<file path="config.mk">
export PLATFORM = sky130hd
export DESIGN_NAME = sysid_check_ctrl
export DESIGN_NICKNAME = d
export VERILOG_FILES = /design/src/rtl/sysid_check_ctrl.sv
export SDC_FILE = /design/constraint.sdc
export NUM_CORES = 1
export LEC_CHECK = 0
export ABC_AREA = 1
export CAP_MARGIN = 25
export CORE_UTILIZATION = 44
export DETAILED_ROUTE_END_ITERATION = 7
export PLACE_DENSITY = 0.76
export SKIP_LAST_GASP = 1
export SYNTH_ARGS = -nofsm -noshare
export SYNTH_HDL_FRONTEND = slang
export SYNTH_SLANG_ARGS = --single-unit
</file>
<file path="constraint.sdc">
create_clock -name clock -period 1.5 [get_ports clock]
set_input_delay 0.375 -clock clock [delete_from_list [all_inputs] [get_ports clock]]
set_output_delay 0.375 -clock clock [all_outputs]
set_load 0.05 [all_outputs]
</file>
<file path="src/rtl/sysid_check_ctrl.sv">
// sysid_check_ctrl: boot-time system-ID verifier.
// Acts as an Avalon-MM read master toward the sysid control slave. It fetches
// the ID word (address 0) and the timestamp word (address 1), compares both
// against the build-time constants, and reports pass/fail/timeout to the
// reset supervisor. All outputs are registered.

module sysid_check_ctrl #(
    parameter logic [31:0] EXPECTED_ID  = 32'h0000_0000,
    parameter logic [31:0] EXPECTED_TS  = 32'h5E45_07BF,
    parameter int unsigned READ_LATENCY = 32'd0,
    parameter int unsigned TIMEOUT      = 32'd255,
    parameter bit          AUTO_START   = 1'b1
) (
    input  logic        clock,
    input  logic        reset,
    input  logic        start,
    output logic        avm_address,
    output logic        avm_read,
    input  logic        avm_waitrequest,
    input  logic [31:0] avm_readdata,
    output logic        busy,
    output logic        done,
    output logic        id_ok,
    output logic        ts_ok,
    output logic [31:0] id_value,
    output logic [31:0] ts_value,
    output logic        timeout_err
);

    typedef enum logic [2:0] {
        IDLE   = 3'd0,
        RD_ID  = 3'd1,
        LAT_ID = 3'd2,
        RD_TS  = 3'd3,
        LAT_TS = 3'd4,
        FIN    = 3'd5,
        ERR    = 3'd6
    } state_t;

    // Zero-latency slaves return data in the accept cycle, so the latency
    // states are skipped entirely in that configuration.
    localparam bit          LAT_ZERO     = (READ_LATENCY == 32'd0);
    // Last latency count; unreachable (and harmless) when LAT_ZERO is set.
    localparam logic [2:0]  LAT_LAST     = 3'(READ_LATENCY - 32'd1);
    // Stall count at which one more stalled cycle means the budget is spent.
    localparam logic [15:0] TIMEOUT_LAST = 16'(TIMEOUT - 32'd1);

    state_t      state_r, state_s;
    logic        read_r, read_s;
    logic        address_r, address_s;
    logic        busy_r, busy_s;
    logic        done_r, done_s;
    logic        id_ok_r, id_ok_s;
    logic        ts_ok_r, ts_ok_s;
    logic [31:0] id_value_r, id_value_s;
    logic [31:0] ts_value_r, ts_value_s;
    logic        timeout_err_r, timeout_err_s;
    logic [15:0] wait_cnt_r, wait_cnt_s;
    logic [2:0]  lat_cnt_r, lat_cnt_s;
    logic        auto_pend_r;

    // State, counters and every registered output; reset returns all to zero.
    always_ff @(posedge clock) begin
        if (reset) begin
            state_r       <= IDLE;
            read_r        <= 1'b0;
            address_r     <= 1'b0;
            busy_r        <= 1'b0;
            done_r        <= 1'b0;
            id_ok_r       <= 1'b0;
            ts_ok_r       <= 1'b0;
            id_value_r    <= 32'h0000_0000;
            ts_value_r    <= 32'h0000_0000;
            timeout_err_r <= 1'b0;
            wait_cnt_r    <= 16'd0;
            lat_cnt_r     <= 3'd0;
            auto_pend_r   <= AUTO_START;
        end else begin
            state_r       <= state_s;
            read_r        <= read_s;
            address_r     <= address_s;
            busy_r        <= busy_s;
            done_r        <= done_s;
            id_ok_r       <= id_ok_s;
            ts_ok_r       <= ts_ok_s;
            id_value_r    <= id_value_s;
            ts_value_r    <= ts_value_s;
            timeout_err_r <= timeout_err_s;
            wait_cnt_r    <= wait_cnt_s;
            lat_cnt_r     <= lat_cnt_s;
            // Auto launch is only honoured on the first cycle after reset.
            auto_pend_r   <= 1'b0;
        end
    end

    // Next-state logic and next values of the registered outputs.
    always_comb begin
        state_s       = state_r;
        read_s        = read_r;
        address_s     = address_r;
        busy_s        = busy_r;
        done_s        = 1'b0;
        id_ok_s       = id_ok_r;
        ts_ok_s       = ts_ok_r;
        id_value_s    = id_value_r;
        ts_value_s    = ts_value_r;
        timeout_err_s = timeout_err_r;
        wait_cnt_s    = wait_cnt_r;
        lat_cnt_s     = lat_cnt_r;

        case (state_r)
            IDLE: begin
                if (start || auto_pend_r) begin
                    state_s       = RD_ID;
                    read_s        = 1'b1;
                    address_s     = 1'b0;
                    busy_s        = 1'b1;
                    id_ok_s       = 1'b0;
                    ts_ok_s       = 1'b0;
                    timeout_err_s = 1'b0;
                    wait_cnt_s    = 16'd0;
                    lat_cnt_s     = 3'd0;
                end else begin
                    read_s = 1'b0;
                    busy_s = 1'b0;
                end
            end

            RD_ID: begin
                if (avm_waitrequest) begin
                    // Address and read are held; only the stall budget moves.
                    wait_cnt_s = wait_cnt_r + 16'd1;
                    if (wait_cnt_r == TIMEOUT_LAST) begin
                        state_s = ERR;
                        read_s  = 1'b0;
                    end else begin
                        state_s = RD_ID;
                    end
                end else if (LAT_ZERO) begin
                    // Data is valid in the accept cycle; chain straight into
                    // the timestamp read with the new address in the same cycle.
                    id_value_s = avm_readdata;
                    state_s    = RD_TS;
                    read_s     = 1'b1;
                    address_s  = 1'b1;
                    wait_cnt_s = 16'd0;
                end else begin
                    state_s   = LAT_ID;
                    read_s    = 1'b0;
                    lat_cnt_s = 3'd0;
                end
            end

            LAT_ID: begin
                if (lat_cnt_r == LAT_LAST) begin
                    id_value_s = avm_readdata;
                    state_s    = RD_TS;
                    read_s     = 1'b1;
                    address_s  = 1'b1;
                    wait_cnt_s = 16'd0;
                end else begin
                    lat_cnt_s = lat_cnt_r + 3'd1;
                end
            end

            RD_TS: begin
                if (avm_waitrequest) begin
                    wait_cnt_s = wait_cnt_r + 16'd1;
                    if (wait_cnt_r == TIMEOUT_LAST) begin
                        state_s = ERR;
                        read_s  = 1'b0;
                    end else begin
                        state_s = RD_TS;
                    end
                end else if (LAT_ZERO) begin
                    ts_value_s = avm_readdata;
                    state_s    = FIN;
                    read_s     = 1'b0;
                end else begin
                    state_s   = LAT_TS;
                    read_s    = 1'b0;
                    lat_cnt_s = 3'd0;
                end
            end

            LAT_TS: begin
                if (lat_cnt_r == LAT_LAST) begin
                    ts_value_s = avm_readdata;
                    state_s    = FIN;
                end else begin
                    lat_cnt_s = lat_cnt_r + 3'd1;
                end
            end

            FIN: begin
                // Compare against the already-registered captures so the
                // comparators never sit on the slave's read-data path.
                id_ok_s = (id_value_r == EXPECTED_ID);
                ts_ok_s = (ts_value_r == EXPECTED_TS);
                done_s  = 1'b1;
                busy_s  = 1'b0;
                read_s  = 1'b0;
                state_s = IDLE;
            end

            ERR: begin
                timeout_err_s = 1'b1;
                id_ok_s       = 1'b0;
                ts_ok_s       = 1'b0;
                done_s        = 1'b1;
                busy_s        = 1'b0;
                read_s        = 1'b0;
                state_s       = IDLE;
            end

            default: begin
                state_s = IDLE;
                read_s  = 1'b0;
                busy_s  = 1'b0;
            end
        endcase
    end

    assign avm_address = address_r;
    assign avm_read    = read_r;
    assign busy        = busy_r;
    assign done        = done_r;
    assign id_ok       = id_ok_r;
    assign ts_ok       = ts_ok_r;
    assign id_value    = id_value_r;
    assign ts_value    = ts_value_r;
    assign timeout_err = timeout_err_r;

    sysid_check_ctrl_chk u_chk (
        .clock           (clock),
        .reset           (reset),
        .avm_read        (avm_read),
        .avm_address     (avm_address),
        .avm_waitrequest (avm_waitrequest),
        .busy            (busy),
        .done            (done)
    );

endmodule

// Protocol invariants of the sequencer's Avalon-MM master and status outputs.
module sysid_check_ctrl_chk (
    input logic clock,
    input logic reset,
    input logic avm_read,
    input logic avm_address,
    input logic avm_waitrequest,
    input logic busy,
    input logic done
);

    // done is a single-cycle pulse.
    a_done_pulse: assert property (@(posedge clock) disable iff (reset)
        done |=> !done);

    // Address must not move while the slave is stalling a read.
    a_addr_stable: assert property (@(posedge clock) disable iff (reset)
        (avm_read && avm_waitrequest) |=> (avm_address == $past(avm_address)));

    // No bus activity outside a check.
    a_idle_quiet: assert property (@(posedge clock) disable iff (reset)
        !busy |-> !avm_read);

    // Completion and busy are mutually exclusive.
    a_done_not_busy: assert property (@(posedge clock) disable iff (reset)
        done |-> !busy);

endmodule

</file>
[Word-level counts from Yosys, hierarchy flattened]
Index checks and enable logic that the tools add are counted.
Operators by class
  multiplexer cells: 35
  magnitude comparators: 0
  add/sub/neg operators: 2
  equal/unequal tests: 16
  bitwise operators: 1
  multiply operators: 0
  shift-type cells: 0
  div/mod/pow operators: 0
  reduce and logical (&&, ||, !) cells: 22
Operators with widths (count)
  $pmux W32 S2: 2
  $mux W16: 4
  $mux W32: 2
  $pmux W16 S4: 1
  $eq A32 B31 Y1 const B: 1
  $logic_not A32 Y1: 1
  $mux W3: 9
  $add A16 B1 Y16 const B: 1
  $eq A16 B8 Y1 const B: 1
  $pmux W3 S5: 1
  $ne A2 B2 Y1 const B: 7
  $eq A3 B3 Y1 const B: 4
  $reduce_and A3 Y1: 4
  $mux W1: 9
  $pmux W1 S3: 3
  $reduce_and A4 Y1: 2
  $reduce_bool A2 Y1: 4
  $eq A3 B2 Y1 const B: 2
  $pmux W3 S2: 1
  $reduce_and A2 Y1: 3
  $reduce_bool A3 Y1: 2
  $pmux W1 S5: 1
  $pmux W1 S2: 2
  $reduce_bool A4 Y1: 1
  other kinds (7): 8
Storage, ports and cells
  word-level logic and storage cells: 89
  memory bits (writable): 0
  register bits after elaboration: 94
  input port bits: 36
  memories kept: 0
  memory bits (read-only): 0
  output and inout bits: 71
  bits in latches: 0

[Longest topological paths before layout]
  word-level depth: 4
  gate-level depth with buffers: 11
  depth with buffers taken out: 11

[Least setup slack after synthesis]
No wires, ideal clock.
  path type: register to register
  start point: register lat_cnt_r[0]
  end point: register wait_cnt_r[4]
  arrival time: 1.470 ns
  path buffers: 0
  stages on the path, launching flop included: 12
  required time: 1.444 ns
  library setup time: 0.056 ns
  setup slack: -0.026 ns
  clock period less this slack: 1.526 ns
  cell sequence: dfxtp_1 -> ha_1 -> ha_1 -> inv_1 -> nand3_2 -> nand2_2 -> nor2_8 -> nand2_1 -> nand2_1 -> nor2_1 -> nand2_1 -> inv_1
On the way
  longest elaborated chain between the ends: 3
RTL lines
  start: declaration: line 59  | logic [2:0] lat_cnt_r, lat_cnt_s;
  start signal: assignment: line 90  | lat_cnt_r <= lat_cnt_s;
  $eq A3 B3 Y1: line 155  | if (lat_cnt_r == LAT_LAST) begin
  $ne A2 B2 Y1 (no source line)
  $reduce_and A4 Y1 (no source line)
  end signal: assignment: line 89  | wait_cnt_r <= wait_cnt_s;
  end: declaration: line 58  | logic [15:0] wait_cnt_r, wait_cnt_s;
No other way between the ends.
A chain may end at the register's enable or synchronous reset.

[Worst setup path in the final report]
  start point: register lat_cnt_r[1]
  end point: register id_value_r[9] (netlist: id_value[9])
On the way
  longest elaborated chain between the ends: 3
RTL lines
  $eq A3 B3 Y1: line 155
  $ne A2 B2 Y1 (no source line)
  $reduce_and A3 Y1 (no source line)
  end signal: assignment: line 86  | id_value_r <= id_value_s;
  end: declaration: line 55  | logic [31:0] id_value_r, id_value_s;
No other way between the ends.

==> tab_implementation.tex <==
\begin{tabular}{lr}
\hline
Metric & Value \\
\hline
\multicolumn{2}{l}{\textbf{Outcome}} \\
\quad Outcome & complete, but fails checks \\
\quad Failing checks & negative setup slack \\
\multicolumn{2}{l}{\textbf{Timing}} \\
\quad Share of the clock period used by the worst path & 109\% \\
\quad Fmax achieved & 611 MHz \\
\quad Setup ws final & -138 ps \\
\quad Tightest slew margin relative to the limit & 79.3\% \\
\quad Slew at the pin closest to its max-slew limit & 311 ps \\
\quad Number of hold violations in the final report & 0 \\
\quad Unrepaired setup endpoints after global routing & yes \\
\quad Tmin final & 1640 ps \\
\quad Max Slew Vio Count & 0 \\
\quad Worst hold margin & 501 ps \\
\quad Post-route setup TNS & -3140 ps \\
\quad Clock Skew & 17.9 ps \\
\quad Setup violations, final & 64 \\
\multicolumn{2}{l}{\textbf{Placed design}} \\
\quad Post-placement cell area & 6430 um\^{}2 \\
\quad Port bufs & 106 \\
\quad GP Congestion & 0.926 \\
\quad Pre-CTS WS & -371 ps \\
\quad Detail Placement HPWL & 10,300 um \\
\multicolumn{2}{l}{\textbf{Synth}} \\
\quad Post-synthesis cell area & 4230 um\^{}2 \\
\quad Seq/Total Area, Yosys & 44.5\% \\
\quad Commonest register cell after synthesis & sky130\_fd\_sc\_hd\_\_dfxtp\_1 \\
\quad Main combinational cell family by area after synthesis & simple AND/OR/NAND/NOR gates \\
\quad Yosys reg bits & 94 \\
\quad Compound-cell area share of the yosys netlist & 14.5\% \\
\quad Post-synthesis share of cell area spent on and, or, nand and nor gates & 30.7\% \\
\quad Number of enable flip-flop cells after synthesis & 0 \\
\quad Post-Synthesis Cells & 597 \\
\quad Synth Area in Adders & 1.18\% \\
\quad Net count of the mapped netlist & 637 \\
\quad Multiplexer fraction of the synthesized cell area & 0\% \\
\quad Yosys warning count & 0 \\
\quad Async S/R FF share, synth & 0\% \\
\quad Number of different library cells in the post-synthesis netlist & 32 \\
\quad Xor and xnor fraction of the mapped netlist area & 0\% \\
\quad Post-Synthesis Mean Instance Area & 7.08 um\^{}2 \\
\multicolumn{2}{l}{\textbf{Route}} \\
\quad Total iterations of the first detailed-routing run & 5 \\
\quad Routed WL & 17,900 um \\
\quad Final antenna-violating net count & 0 \\
\quad Average via count per standard cell & 5.75 \\
\quad Routed length per placed instance & 20.0 um \\
\quad Via count & 5,155 \\
\quad DRC violations left & 0 \\
\quad DRT iter0 DRCs & 463 \\
\multicolumn{2}{l}{\textbf{Clock tree}} \\
\quad Max H-tree Level & 3 \\
\quad Clk pin slew, worst setup/hold paths & 110 ps \\
\quad Maximum count of clock buffers along a single path & 2 \\
\quad Number of sinks on the clock net & 94 \\
\quad Inserted Clock Buffers & 9 \\
\quad Clock network latency to the later pin of the worst-skew pair & 390 ps \\
\quad TritonCTS clock tree & done \\
\quad \# hold bufs at CTS & 0 \\
\quad CTS Root Buffer Type & sky130\_fd\_sc\_hd\_\_clkbuf\_8 \\
\multicolumn{2}{l}{\textbf{Worst setup path}} \\
\quad Timing startpoint of the critical path & lat\_cnt\_r[1]\$\_SDFFE\_PP0P\_ \\
\quad Type of element capturing the critical path & register \\
\quad Cell at the slowest stage of the critical path & sky130\_fd\_sc\_hd\_\_dfxtp\_2 \\
\quad R2R Setup Slk & -140 ps \\
\quad Data arrival time of the critical path & 1950 ps \\
\quad Number of cells on the critical path & 9 \\
\quad CP delay by family, top & buffers and inverters \\
\quad Cells on worst reg2reg path & 9 \\
\quad Biggest fanout along the worst timing path & 6 \\
\quad Start of the worst register-to-register path & lat\_cnt\_r[1]\$\_SDFFE\_PP0P\_ \\
\quad Slowest Stage Delay on Critical Path & 350 ps \\
\quad Crit path required time & 1810 ps \\
\quad CP Cell Sequence & ha\_4 -> ha\_4 -> inv\_4 -> nand3\_4 -> buf\_6 -> nand2\_8 -> clkbuf\_16 -> o21ai\_1 -> a21oi\_1 \\
\quad Crit start category & register \\
\quad Most common cell on crit path & sky130\_fd\_sc\_hd\_\_ha\_4 \\
\quad Worst setup path endpoint & id\_value[9]\$\_SDFFE\_PP0P\_ \\
\quad Kind of critical path & reg2reg \\
\quad Number of buffers and inverters on the critical path & 3 \\
\quad Reg-to-reg critical path endpoint & id\_value[9]\$\_SDFFE\_PP0P\_ \\
\multicolumn{2}{l}{\textbf{Floorplan}} \\
\quad Boundary pin count & 107 \\
\quad Initial core utilization & 45.5\% \\
\quad Overall die width & 100 um \\
\quad Die Height & 100 um \\
\quad Floorplan row count & 35 \\
\quad Die area & 10,000 um\^{}2 \\
\quad Placeable core region & 9280 um\^{}2 \\
\multicolumn{2}{l}{\textbf{Finish}} \\
\quad Area overhead of the layout relative to synthesis & 77.7\% \\
\quad Layout cells sized above 1 & 34.9\% \\
\quad Utilization after layout & 80.9\% \\
\quad Number of diodes added for antenna fixing & 0 \\
\quad Final instance area & 7510 um\^{}2 \\
\quad Final net count & 803 \\
\multicolumn{2}{l}{\textbf{Pwr}} \\
\quad Power density relative to cell area & 970 nW/um\^{}2 \\
\quad Leakage power summed over all cells & 3.01 nW \\
\quad Peak supply drop & 0.663 mV \\
\multicolumn{2}{l}{\textbf{GRT}} \\
\quad Total routing resource utilization after global routing & 30.0\% \\
\quad Leftover overflow at the end of global routing & 0 \\
\quad Vias in the first global route & 4,667 \\
\quad Global-route wire length before repair & 23,100 um \\
\quad Pin count of the biggest net entering global routing & 35 \\
\quad Initial antenna violation count & 0 \\
\multicolumn{2}{l}{\textbf{Run}} \\
\quad Max Cap Violations & 0 \\
\multicolumn{2}{l}{\textbf{Min path}} \\
\quad Hold/Removal Path Class & reg2reg \\
\hline
\end{tabular}
[report_power, final]
group / switching (W) / internal (W)
clock network: 0.00101 / 0.000946
registers: 0.000225 / 0.00266
logic: 0.00132 / 0.00113
total: 0.00255 / 0.00473
[worst register-to-register path: stages (launching register included)]
cell and delay, ps:
sky130_fd_sc_hd__dfxtp_2 350, sky130_fd_sc_hd__ha_4 160, sky130_fd_sc_hd__ha_4 160, sky130_fd_sc_hd__inv_4 60, sky130_fd_sc_hd__nand3_4 100, sky130_fd_sc_hd__buf_6 160, sky130_fd_sc_hd__nand2_8 150, sky130_fd_sc_hd__clkbuf_16 170
sky130_fd_sc_hd__o21ai_1 80, sky130_fd_sc_hd__a21oi_1 180
[worst min path at each step]
| stage | slack (ps) | to | from | depth (start not counted) |
|---|---|---|---|---|
| floorplan | 400 | auto_pend_r$_DFF_P_ | reset | 0 |
| global placement | 490 | wait_cnt_r[14]$_SDFFE_PP0P_ | wait_cnt_r[14]$_SDFFE_PP0P_ | 2 |
| detailed placement | 490 | avm_read$_SDFFE_PP0P_ | avm_read$_SDFFE_PP0P_ | 2 |
| CTS | 510 | avm_read$_SDFFE_PP0P_ | avm_read$_SDFFE_PP0P_ | 2 |
| global route | 520 | avm_read$_SDFFE_PP0P_ | avm_read$_SDFFE_PP0P_ | 2 |
| finish | 500 | avm_read$_SDFFE_PP0P_ | avm_read$_SDFFE_PP0P_ | 2 |
[metal layers]
metal  up-vias  track usage, %  part of all wire (%)
li1       2275               -                     -
met1      2444            35.2                    37
met2       344            52.4                    49
met3        92            5.78                   8.1
met4         0            14.7                   5.6
met5         -            1.54                     0
[synth_stat cells (6+ instances only)]
| cell | number | share of area (%) |
|---|---|---|
| sky130_fd_sc_hd__nor3_1 | 14 | 1.7 |
| sky130_fd_sc_hd__nand3_1 | 51 | 6.0 |
| sky130_fd_sc_hd__dfxtp_1 | 94 | 45 |
| sky130_fd_sc_hd__inv_1 | 59 | 5.2 |
| sky130_fd_sc_hd__nor2_1 | 87 | 7.7 |
| sky130_fd_sc_hd__clkbuf_1 | 9 | 0.80 |
| sky130_fd_sc_hd__nand2_1 | 118 | 10 |
| sky130_fd_sc_hd__o21ai_0 | 35 | 4.1 |
| sky130_fd_sc_hd__nand4_1 | 7 | 1.0 |
| sky130_fd_sc_hd__nand2_2 | 6 | 0.89 |
| sky130_fd_sc_hd__o21ai_1 | 9 | 1.1 |
| sky130_fd_sc_hd__a21oi_1 | 64 | 7.6 |
[sequential cells by signal, summed over array words and instances, names as in the netlist, 3 cells and up]
signal	count
id_value	32
wait_cnt_r	16
state_r	3
lat_cnt_r	3
ts_value	32
[logic make-up after synthesis]
| kind of cell | Yosys count |
|---|---|
| and+or+nand+nor | 296 |
| AOI/OAI and AO/OA | 116 |
| DFF | 94 |
| buffers and inverters | 87 |
| adders and majority gates | 4 |
[layout by cell type (no fill, tap or decap), drive strengths merged]
master,instances
clkdlybuf4s50,35
a22oi,2
buf,138
nand4,7
o211ai,2
a211oi,1
clkinvlp,1
nor3,14
o21ai,45
bufinv,2
or2,1
ha,4
dfxtp,94
a21oi,65
o211a,1
nand3b,3
clkinv,1
nand3,53
nor2,93
inv,64
clkbuf,15
nand2,126
[what timing repair did]
| action | in CTS | in global routing |
|---|---|---|
| gates resized for setup | 46 | 110 |
| pin swaps | 14 | 28 |
| cloned | 5 | 8 |
| endpoints found under the setup margin | 84 | 88 |
| buffers inserted | 8 | 8 |
| hold endpoints to repair | 0 | 0 |
[cell type report]
class / instances / area, um^2
clock inverters: 6 / 93.8
inverters: 62 / 245
multi-input cells: 417 / 2360
well taps: 129 / 161
repair buffers: 179 / 2630
flip-flops and latches: 94 / 1900
clock buffers: 9 / 124
fillers: 530 / 1770
[stage by stage]
step,total power (W),instances
CTS,0.00692,883
detailed placement,0.00490,855
global route,0.00746,896
floorplan,0.00385,597
global placement,0.00485,855
finish,0.00728,896
Power figures use the tool's default switching activity.
